<file path="src/rtl/fetch_queue_pkg.sv">
// Y86 fetch-to-decode queue shared definitions: instruction codes, status codes,
// register ids and the layout of the nibble part of a queued record.
package fetch_queue_pkg;

   localparam int NIB_W = 4;
   localparam int WORD_W_DEFAULT = 64;

   // Instruction codes
   localparam logic [NIB_W-1:0] IHALT   = 4'h0;
   localparam logic [NIB_W-1:0] INOP    = 4'h1;
   localparam logic [NIB_W-1:0] IRRMOVQ = 4'h2;
   localparam logic [NIB_W-1:0] IIRMOVQ = 4'h3;
   localparam logic [NIB_W-1:0] IRMMOVQ = 4'h4;
   localparam logic [NIB_W-1:0] IMRMOVQ = 4'h5;
   localparam logic [NIB_W-1:0] IOPQ    = 4'h6;
   localparam logic [NIB_W-1:0] IJXX    = 4'h7;
   localparam logic [NIB_W-1:0] ICALL   = 4'h8;
   localparam logic [NIB_W-1:0] IRET    = 4'h9;
   localparam logic [NIB_W-1:0] IPUSHQ  = 4'hA;
   localparam logic [NIB_W-1:0] IPOPQ   = 4'hB;

   // Status codes
   localparam logic [NIB_W-1:0] SBUB = 4'h0;
   localparam logic [NIB_W-1:0] SAOK = 4'h1;
   localparam logic [NIB_W-1:0] SADR = 4'h2;
   localparam logic [NIB_W-1:0] SINS = 4'h3;
   localparam logic [NIB_W-1:0] SHLT = 4'h4;

   localparam logic [NIB_W-1:0] RNONE = 4'hF;

   typedef struct packed {
      logic [NIB_W-1:0] icode;
      logic [NIB_W-1:0] ifun;
      logic [NIB_W-1:0] ra;
      logic [NIB_W-1:0] rb;
      logic [NIB_W-1:0] stat;
   } fq_nib_t;

   localparam int NIB_REC_W = $bits(fq_nib_t);

   // Nibble fields decode sees when no real record is at the head.
   function automatic fq_nib_t bubble_nib();
      fq_nib_t b;
      b.icode = INOP;
      b.ifun  = '0;
      b.ra    = RNONE;
      b.rb    = RNONE;
      b.stat  = SBUB;
      return b;
   endfunction

endpackage

</file>
<file path="src/rtl/fetch_queue_mem.sv">
// Record storage: DEPTH x WIDTH register array, one synchronous write port and
// one combinational read port; no reset, no backpressure of its own.
module fetch_queue_mem #(
   parameter int DEPTH = 4,
   parameter int WIDTH = 148
) (
   input  logic                     clk_i,
   input  logic                     wr_en,
   input  logic [$clog2(DEPTH)-1:0] wr_addr,
   input  logic [WIDTH-1:0]         wr_dat,
   input  logic [$clog2(DEPTH)-1:0] rd_addr,
   output logic [WIDTH-1:0]         rd_dat
);

   logic [WIDTH-1:0] mem [DEPTH];

   always_ff @(posedge clk_i) begin
      if (wr_en) begin
         mem[wr_addr] <= wr_dat;
      end
   end

   assign rd_dat = mem[rd_addr];

endmodule

</file>
<file path="src/rtl/fetch_queue.sv">
// Fetch-to-decode record queue; head appears one cycle after push (no fall-through).
// Backpressure: f_ready_o drops when full or after a non-SAOK record is accepted; flush empties it.
module fetch_queue
   import fetch_queue_pkg::*;
#(
   parameter int DEPTH  = 4,
   parameter int WORD_W = 64
) (
   input  logic                     clk_i,
   input  logic                     rstn_i,

   input  logic                     f_valid_i,
   output logic                     f_ready_o,
   input  logic [3:0]               f_icode_i,
   input  logic [3:0]               f_ifun_i,
   input  logic [3:0]               f_rA_i,
   input  logic [3:0]               f_rB_i,
   input  logic [3:0]               f_stat_i,
   input  logic [WORD_W-1:0]        f_valC_i,
   input  logic [WORD_W-1:0]        f_valP_i,

   input  logic                     flush_i,

   input  logic                     D_ready_i,
   output logic                     D_valid_o,
   output logic [3:0]               D_icode_o,
   output logic [3:0]               D_ifun_o,
   output logic [3:0]               D_rA_o,
   output logic [3:0]               D_rB_o,
   output logic [3:0]               D_stat_o,
   output logic [WORD_W-1:0]        D_valC_o,
   output logic [WORD_W-1:0]        D_valP_o,

   output logic [$clog2(DEPTH):0]   count_o,
   output logic                     halted_o
);

   localparam int AW    = $clog2(DEPTH);
   localparam int CW    = AW + 1;
   localparam int REC_W = NIB_REC_W + 2 * WORD_W;
   localparam logic [CW-1:0] FULL_CNT = CW'(DEPTH);

   logic [AW-1:0]    wr_ptr;
   logic [AW-1:0]    rd_ptr;
   logic [CW-1:0]    count;
   logic             halted;

   logic             push;
   logic             pop;
   fq_nib_t          w_nib;
   fq_nib_t          r_nib;
   logic [REC_W-1:0] w_rec;
   logic [REC_W-1:0] r_rec;

   // Handshakes depend only on registered state so fetch never sees a comb path from decode.
   assign f_ready_o = (count != FULL_CNT) && !halted;
   assign D_valid_o = (count != '0);
   assign count_o   = count;
   assign halted_o  = halted;

   assign push = f_valid_i && f_ready_o && !flush_i;
   assign pop  = D_ready_i && D_valid_o && !flush_i;

   always_ff @(posedge clk_i or negedge rstn_i) begin
      if (!rstn_i) begin
         wr_ptr <= '0;
         rd_ptr <= '0;
         count  <= '0;
         halted <= 1'b0;
      end else if (flush_i) begin
         wr_ptr <= '0;
         rd_ptr <= '0;
         count  <= '0;
         halted <= 1'b0;
      end else begin
         if (push) begin
            wr_ptr <= wr_ptr + 1'b1;
         end
         if (pop) begin
            rd_ptr <= rd_ptr + 1'b1;
         end
         case ({push, pop})
            2'b10:   count <= count + 1'b1;
            2'b01:   count <= count - 1'b1;
            default: count <= count;
         endcase
         // Records behind a faulting one must not enter; those ahead keep draining.
         if (push && (f_stat_i != SAOK)) begin
            halted <= 1'b1;
         end
      end
   end

   always_comb begin
      w_nib       = '0;
      w_nib.icode = f_icode_i;
      w_nib.ifun  = f_ifun_i;
      w_nib.ra    = f_rA_i;
      w_nib.rb    = f_rB_i;
      w_nib.stat  = f_stat_i;
   end

   assign w_rec = {w_nib, f_valC_i, f_valP_i};

   fetch_queue_mem #(
      .DEPTH (DEPTH),
      .WIDTH (REC_W)
   ) u_mem (
      .clk_i   (clk_i),
      .wr_en   (push),
      .wr_addr (wr_ptr),
      .wr_dat  (w_rec),
      .rd_addr (rd_ptr),
      .rd_dat  (r_rec)
   );

   assign r_nib = r_rec[REC_W-1 -: NIB_REC_W];

   always_comb begin
      fq_nib_t b;
      b         = bubble_nib();
      D_icode_o = b.icode;
      D_ifun_o  = b.ifun;
      D_rA_o    = b.ra;
      D_rB_o    = b.rb;
      D_stat_o  = b.stat;
      D_valC_o  = '0;
      D_valP_o  = '0;
      if (D_valid_o) begin
         D_icode_o = r_nib.icode;
         D_ifun_o  = r_nib.ifun;
         D_rA_o    = r_nib.ra;
         D_rB_o    = r_nib.rb;
         D_stat_o  = r_nib.stat;
         D_valC_o  = r_rec[2*WORD_W-1 -: WORD_W];
         D_valP_o  = r_rec[WORD_W-1:0];
      end
   end

endmodule

</file>
<file path="config.mk">
export PLATFORM = sky130hd
export DESIGN_NAME = fetch_queue
export DESIGN_NICKNAME = d
export VERILOG_FILES = /design/src/rtl/fetch_queue_pkg.sv /design/src/rtl/fetch_queue_mem.sv /design/src/rtl/fetch_queue.sv
export SDC_FILE = /design/constraint.sdc
export NUM_CORES = 1
export LEC_CHECK = 0
export ABC_AREA = 1
export BUFFER_PORTS_ARGS = -buffer_cell sky130_fd_sc_hd__clkbuf_2
export CORE_ASPECT_RATIO = 0.9
export CORE_UTILIZATION = 57
export CTS_CLUSTER_DIAMETER = 80
export CTS_CLUSTER_SIZE = 12
export DETAILED_ROUTE_END_ITERATION = 10
export PLACE_DENSITY = 0.79
export REMOVE_ABC_BUFFERS = 1
export SLEW_MARGIN = 5
export SYNTH_ARGS = -nofsm -noshare
export SYNTH_HDL_FRONTEND = slang
export SYNTH_SLANG_ARGS = --single-unit
export TNS_END_PERCENT = 10
</file>
<file path="constraint.sdc">
create_clock -name clk_i -period 9.9 [get_ports clk_i]
set_input_delay 2.475 -clock clk_i [delete_from_list [all_inputs] [get_ports clk_i]]
set_output_delay 2.475 -clock clk_i [all_outputs]
set_load 0.03 [all_outputs]
</file>
# Yosys cells after proc, flatten, opt, wreduce, memory -nomap -nowiden
# Memory sizes are Yosys's and may differ from the RTL's.
# Index checks and enable logic that the tools add are counted.
# op_classes
shift	0
n_div	0
bitwise_logic	0
n_mux	17
n_addsub	4
n_lt_le_gt_ge	0
multipliers	0
reduce_logical	13
n_eq_ne	4
# ops
cell	n
64-bit 2-to-1 mux	2
4-bit 2-to-1 mux	5
2-bit 2-to-1 mux	4
1-bit logical AND	6
3-bit case mux with 2 select lines	1
2-bit nonzero test	3
3-bit nonzero test	2
2-bit by 1-bit adder with 2-bit output, second input constant	2
1-bit 2-to-1 mux	4
4-bit by 1-bit inequality test with 1-bit output, second input constant	1
3-bit by 1-bit adder with 3-bit output, second input constant	1
3-bit 2-to-1 mux	1
3-bit inequality test, second input constant	1
3-bit by 1-bit subtractor with 3-bit output, second input constant	1
2-bit by 1-bit equality test with 1-bit output, second input constant	1
2-bit equality test, second input constant	1
1-bit zero test	2
# word_totals
rom_bits	0
latchBits	0
in_bits	153
mem_bits_rw	592
regBits	8
memories	1
# mem_list
name	depth	word_bits	rd	rd_clocked_by_memory_dff	wr	line	source
u_mem.mem	4	148	1	0	1	fetch_queue_mem.sv:15	logic [WIDTH-1:0] mem [DEPTH];

# Logic depth before layout (Yosys ltp)
# logic_depth
depth_word	7
ltp_mapped	13
depth_no_buf	13

# Modules after synthesis
# From an unflattened synthesis, not the netlist that was laid out.
# unflattened
hier_cells	2692
area_unflattened_um2	26621.8
# by_module_without_submodules
module	area_per_inst_um2	n_inst	cells_each
fetch_queue_mem	24947.7	1	2327
fetch_queue	1674.1	1	365

# Worst setup path after synthesis
# OpenSTA, ideal clock, no wires.
# synth_timing
path_type	input -> register
start	in flush_i
end	mem u_mem.mem[0][0], enable pin
path_stages	3
setup_slack_ps	250
setup_ps	658
n_path_buf	0
t_arrival_ps	8992
t_required_ps	9242
path_cell_list	inv_1 > nand3_1 > nor2_1
# synth_via
elab_chain_len	4
# synth_rtl
element	line	source
start: declaration	fetch_queue.sv:22	input logic flush_i,
1-bit zero test	fetch_queue.sv:61	assign push = f_valid_i && f_ready_o && !flush_i;
1-bit logical AND	fetch_queue.sv:61	
1-bit 2-to-1 mux	fetch_queue_mem.sv:18	if (wr_en) begin
1-bit 2-to-1 mux (implied by the code)	fetch_queue_mem.sv:19	mem[wr_addr] <= wr_dat;
end: declaration	fetch_queue_mem.sv:15	
# No other way between the ends.

# Worst setup path in the final report
# layout_timing
start	reg rd_ptr[0]
end	out D_valC_o[4]
# layout_via
elab_chain_len	2
# layout_rtl
element	line	source
start: declaration	fetch_queue.sv:44	logic [AW-1:0] rd_ptr;
start signal: assignment	fetch_queue.sv:80	rd_ptr <= rd_ptr + 1'b1;
memory 4 x 148 bit	--	
64-bit 2-to-1 mux	fetch_queue.sv:129	if (D_valid_o) begin
end: declaration	fetch_queue.sv:31	output logic [WORD_W-1:0] D_valC_o,
# No other way between the ends.

==> results.json <==
{
  "status": "completed",
  "clkSinkCount": 600,
  "grtUsageTotal": 0.246,
  "startpoint_type": "register",
  "worst_ep_arrival_time_ps": 3930,
  "grt_pass1_wl_um": 79500,
  "htreeDepth": 2,
  "finish.utilization": 0.657,
  "synth-seq-area-share": 0.769,
  "dp_hpwl_um": 27600,
  "cap_violations": 0,
  "synthToLayoutAreaGrowth_pct": 13.9,
  "dpl.cell_count": 2553,
  "port_buffers": 306,
  "clockRootBuffer": "clkbuf_16",
  "cp_max_fo": 73,
  "p_per_area_mw_per_mm2": 252,
  "overflow": 0,
  "gp_congestion": 0.763,
  "grt_pass1_vias": 14700,
  "place_area_mm2": 0.0251,
  "hold_buffers": 0,
  "slew_viol_final": 0,
  "fin_skew_ps": 25.3,
  "yosys_warnings": 0,
  "synth_cell_type_count": 26,
  "ctsResizeCount": 0,
  "nets": 2228,
  "p_comb_frac": 0.283,
  "placementRows": 70,
  "coreArea_mm2": 0.0406,
  "syn_inst": 1805,
  "cts_buffers": 55,
  "drive_gt1_frac": 0.189,
  "power_switching_w": 0.00235,
  "final-seq-area_mm2": 0.0180,
  "p_clk_frac": 0.275,
  "design_area_mm2": 0.0266,
  "drc_errors": 0,
  "n_fill_cell": 2841,
  "finalNonFillerCells": 2629,
  "die_x_um": 216,
  "relSlewSlack": 0.223,
  "cts_tree": "built",
  "drtIter0Drc": 1502,
  "vias_per_cell": 5.67,
  "first_pass_iters": 5,
  "endpoint_kind": "output pin",
  "clock_latency_ps": 600,
  "grt_max_degree": 149,
  "hold_viol": 0,
  "wl_per_cell_um": 19.7,
  "synth_area_mm2": 0.0234,
  "p_int_w": 0.00436,
  "num_vias": 14900,
  "final.period_utilization": 0.647,
  "final_antenna_net_count": 0,
  "syn_area_per_cell_um2": 13.0,
  "multi_input_area_mm2": 0.00474,
  "die_y_um": 194,
  "power_frac_seq": 0.442,
  "initial_core_util": 0.577,
  "fin_crit_ps": 6400,
  "hold_path_class": "register to register",
  "switching_share": 0.350,
  "ir_drop_mv": 0.188,
  "max_freq_mhz": 156,
  "finalSetupViolCount": 0,
  "crit_type": "register to output pin",
  "tightest_slew_ps": 1170,
  "power.leakage_nw": 9.48,
  "post-cts-setup-buffer-count": 0,
  "drt_wl_total_um": 51800,
  "fin_setup_tns_ps": 0,
  "antenna_found_initial": 9,
  "clkTransAtPathRegs_ps": 60,
  "fin_hold_ws_ps": 572,
  "cts.path.max_buffers": 3,
  "rsz0062_at_grt": "false",
  "synth_seq_cells": 600,
  "ios": 307,
  "die_area_mm2": 0.0418,
  "cp.required_ps": 7430
}
layer usage:
layer  routed length, um  track usage  vias to the layer above
li1                    -            -                     6943
met1               20900        0.318                     7270
met2               25300        0.403                      590
met3                4420       0.0715                       95
met4                1220       0.0825                        8
met5                  52            0                        -
cell families (layout without fill, tap and decap cells):
kind of cell / Yosys count / count (layout) / share of synthesized area
flops: 600 / 600 / 0.769
simple gates: 626 / 626 / 0.101
other cells: 0 / 6 / 0
compound gates: 443 / 443 / 0.0966
buf+inv: 130 / 408 / 0.0298
fa+ha+maj: 5 / 5 / 0.00300
xor+xnor: 1 / 1 / 0.000375
through the flow:
step,worst slack [ps],power (W)
after floorplan,-243,0.00432
after global placement,4230,0.00488
after detailed placement,4160,0.00491
after CTS,3500,0.00674
after global routing,3160,0.00699
final,3500,0.00671
layout make-up:
class	instances	share of cell area
clock buffers	68	0.0543
well taps	540	0.0254
repair buffers	322	0.0629
clock inverters	2	0.000939
multi-input cells	1075	0.178
flip-flops and latches	600	0.675
inverters	16	0.00263
diodes	6	0.000564
cells in the mapped netlist, drive strengths merged:
cell	instances	area, um2
edfxtp	592	17800
buf	78	497
nand2	19	73.8
xnor2	1	8.76
dfrtp	8	200
inv	16	65.1
o22ai	1	6.26
a21oi	143	716
o311ai	9	86.3
o21ai	290	1450
nor4b	1	8.76
ha	4	50.1
clkbuf	36	135
nand3	7	35.0
fa	1	20.0
nor2	599	2260
power by group through the flow:
| stage | Clock, W | Combinational, W | Sequential, W |
|---|---|---|---|
| floorplan | 0 | 0.00123 | 0.00309 |
| global placement | 0 | 0.00186 | 0.00301 |
| detailed placement | 0 | 0.00189 | 0.00302 |
| CTS | 0.00187 | 0.00190 | 0.00297 |
| global route | 0.00196 | 0.00205 | 0.00298 |
| finish | 0.00184 | 0.00190 | 0.00297 |
sequential cells by signal, summed over array words and instances (netlist names):
register   count
count_o        3
halted_o       1
u_mem.mem    592
rd_ptr         2
wr_ptr         2
critical path, stage by stage (launching register included):
cell and delay, ps:
dfrtp_4 980, buf_4 700, buf_4 710, nor2_1 130, nor2_1 110, o21ai_0 100
a21oi_1 230, clkbuf_2 250
worst paths after layout:
| kind | start | endpoint | slack (ps) | cells past startpoint |
|---|---|---|---|---|
| worst min register to register | wr_ptr[0]$_DFFE_PN0P_ | wr_ptr[0]$_DFFE_PN0P_ | 570 | 1 |
| worst min-delay path | wr_ptr[0]$_DFFE_PN0P_ | wr_ptr[0]$_DFFE_PN0P_ | 570 | 1 |
| max in group asynchronous | rstn_i | rd_ptr[1]$_DFFE_PN0P_ | 7980 | 1 |
| min in group asynchronous | rstn_i | rd_ptr[0]$_DFFE_PN0P_ | 1710 | 1 |
| worst max-delay path | rd_ptr[0]$_DFFE_PN0P_ | D_valC_o[4] | 3500 | 7 |
| worst max register to register | count_o[0]$_DFFE_PN0P_ | u_mem.mem[1][0]$_DFFE_PP_ | 6410 | 5 |
placed cells by master, fill, tap and decap left out:
cell type / netlist / routed
o311ai_1: 8 / 8
nand3_1: 7 / 7
nor4b_1: 1 / 1
nand2_2: 1 / 1
clkinv_8: 0 / 1
inv_6: 1 / 2
o311ai_2: 1 / 1
ha_1: 4 / 4
xnor2_1: 1 / 1
dfrtp_4: 0 / 2
nor2_1: 596 / 592
edfxtp_1: 592 / 592
nor2_2: 3 / 3
inv_1: 14 / 13
diode_2: 0 / 6
nand2_1: 18 / 18
o21ai_1: 24 / 24
inv_4: 0 / 2
buf_4: 27 / 14
buf_12: 0 / 2
clkbuf_2: 0 / 306
nor2_4: 0 / 4
o22ai_1: 1 / 1
fa_1: 1 / 1
a21oi_1: 143 / 143
o21ai_0: 266 / 266
dfrtp_1: 8 / 6
clkbuf_16: 0 / 56
clkbuf_1: 36 / 12
Note: power is estimated with default switching activity, not from simulation.
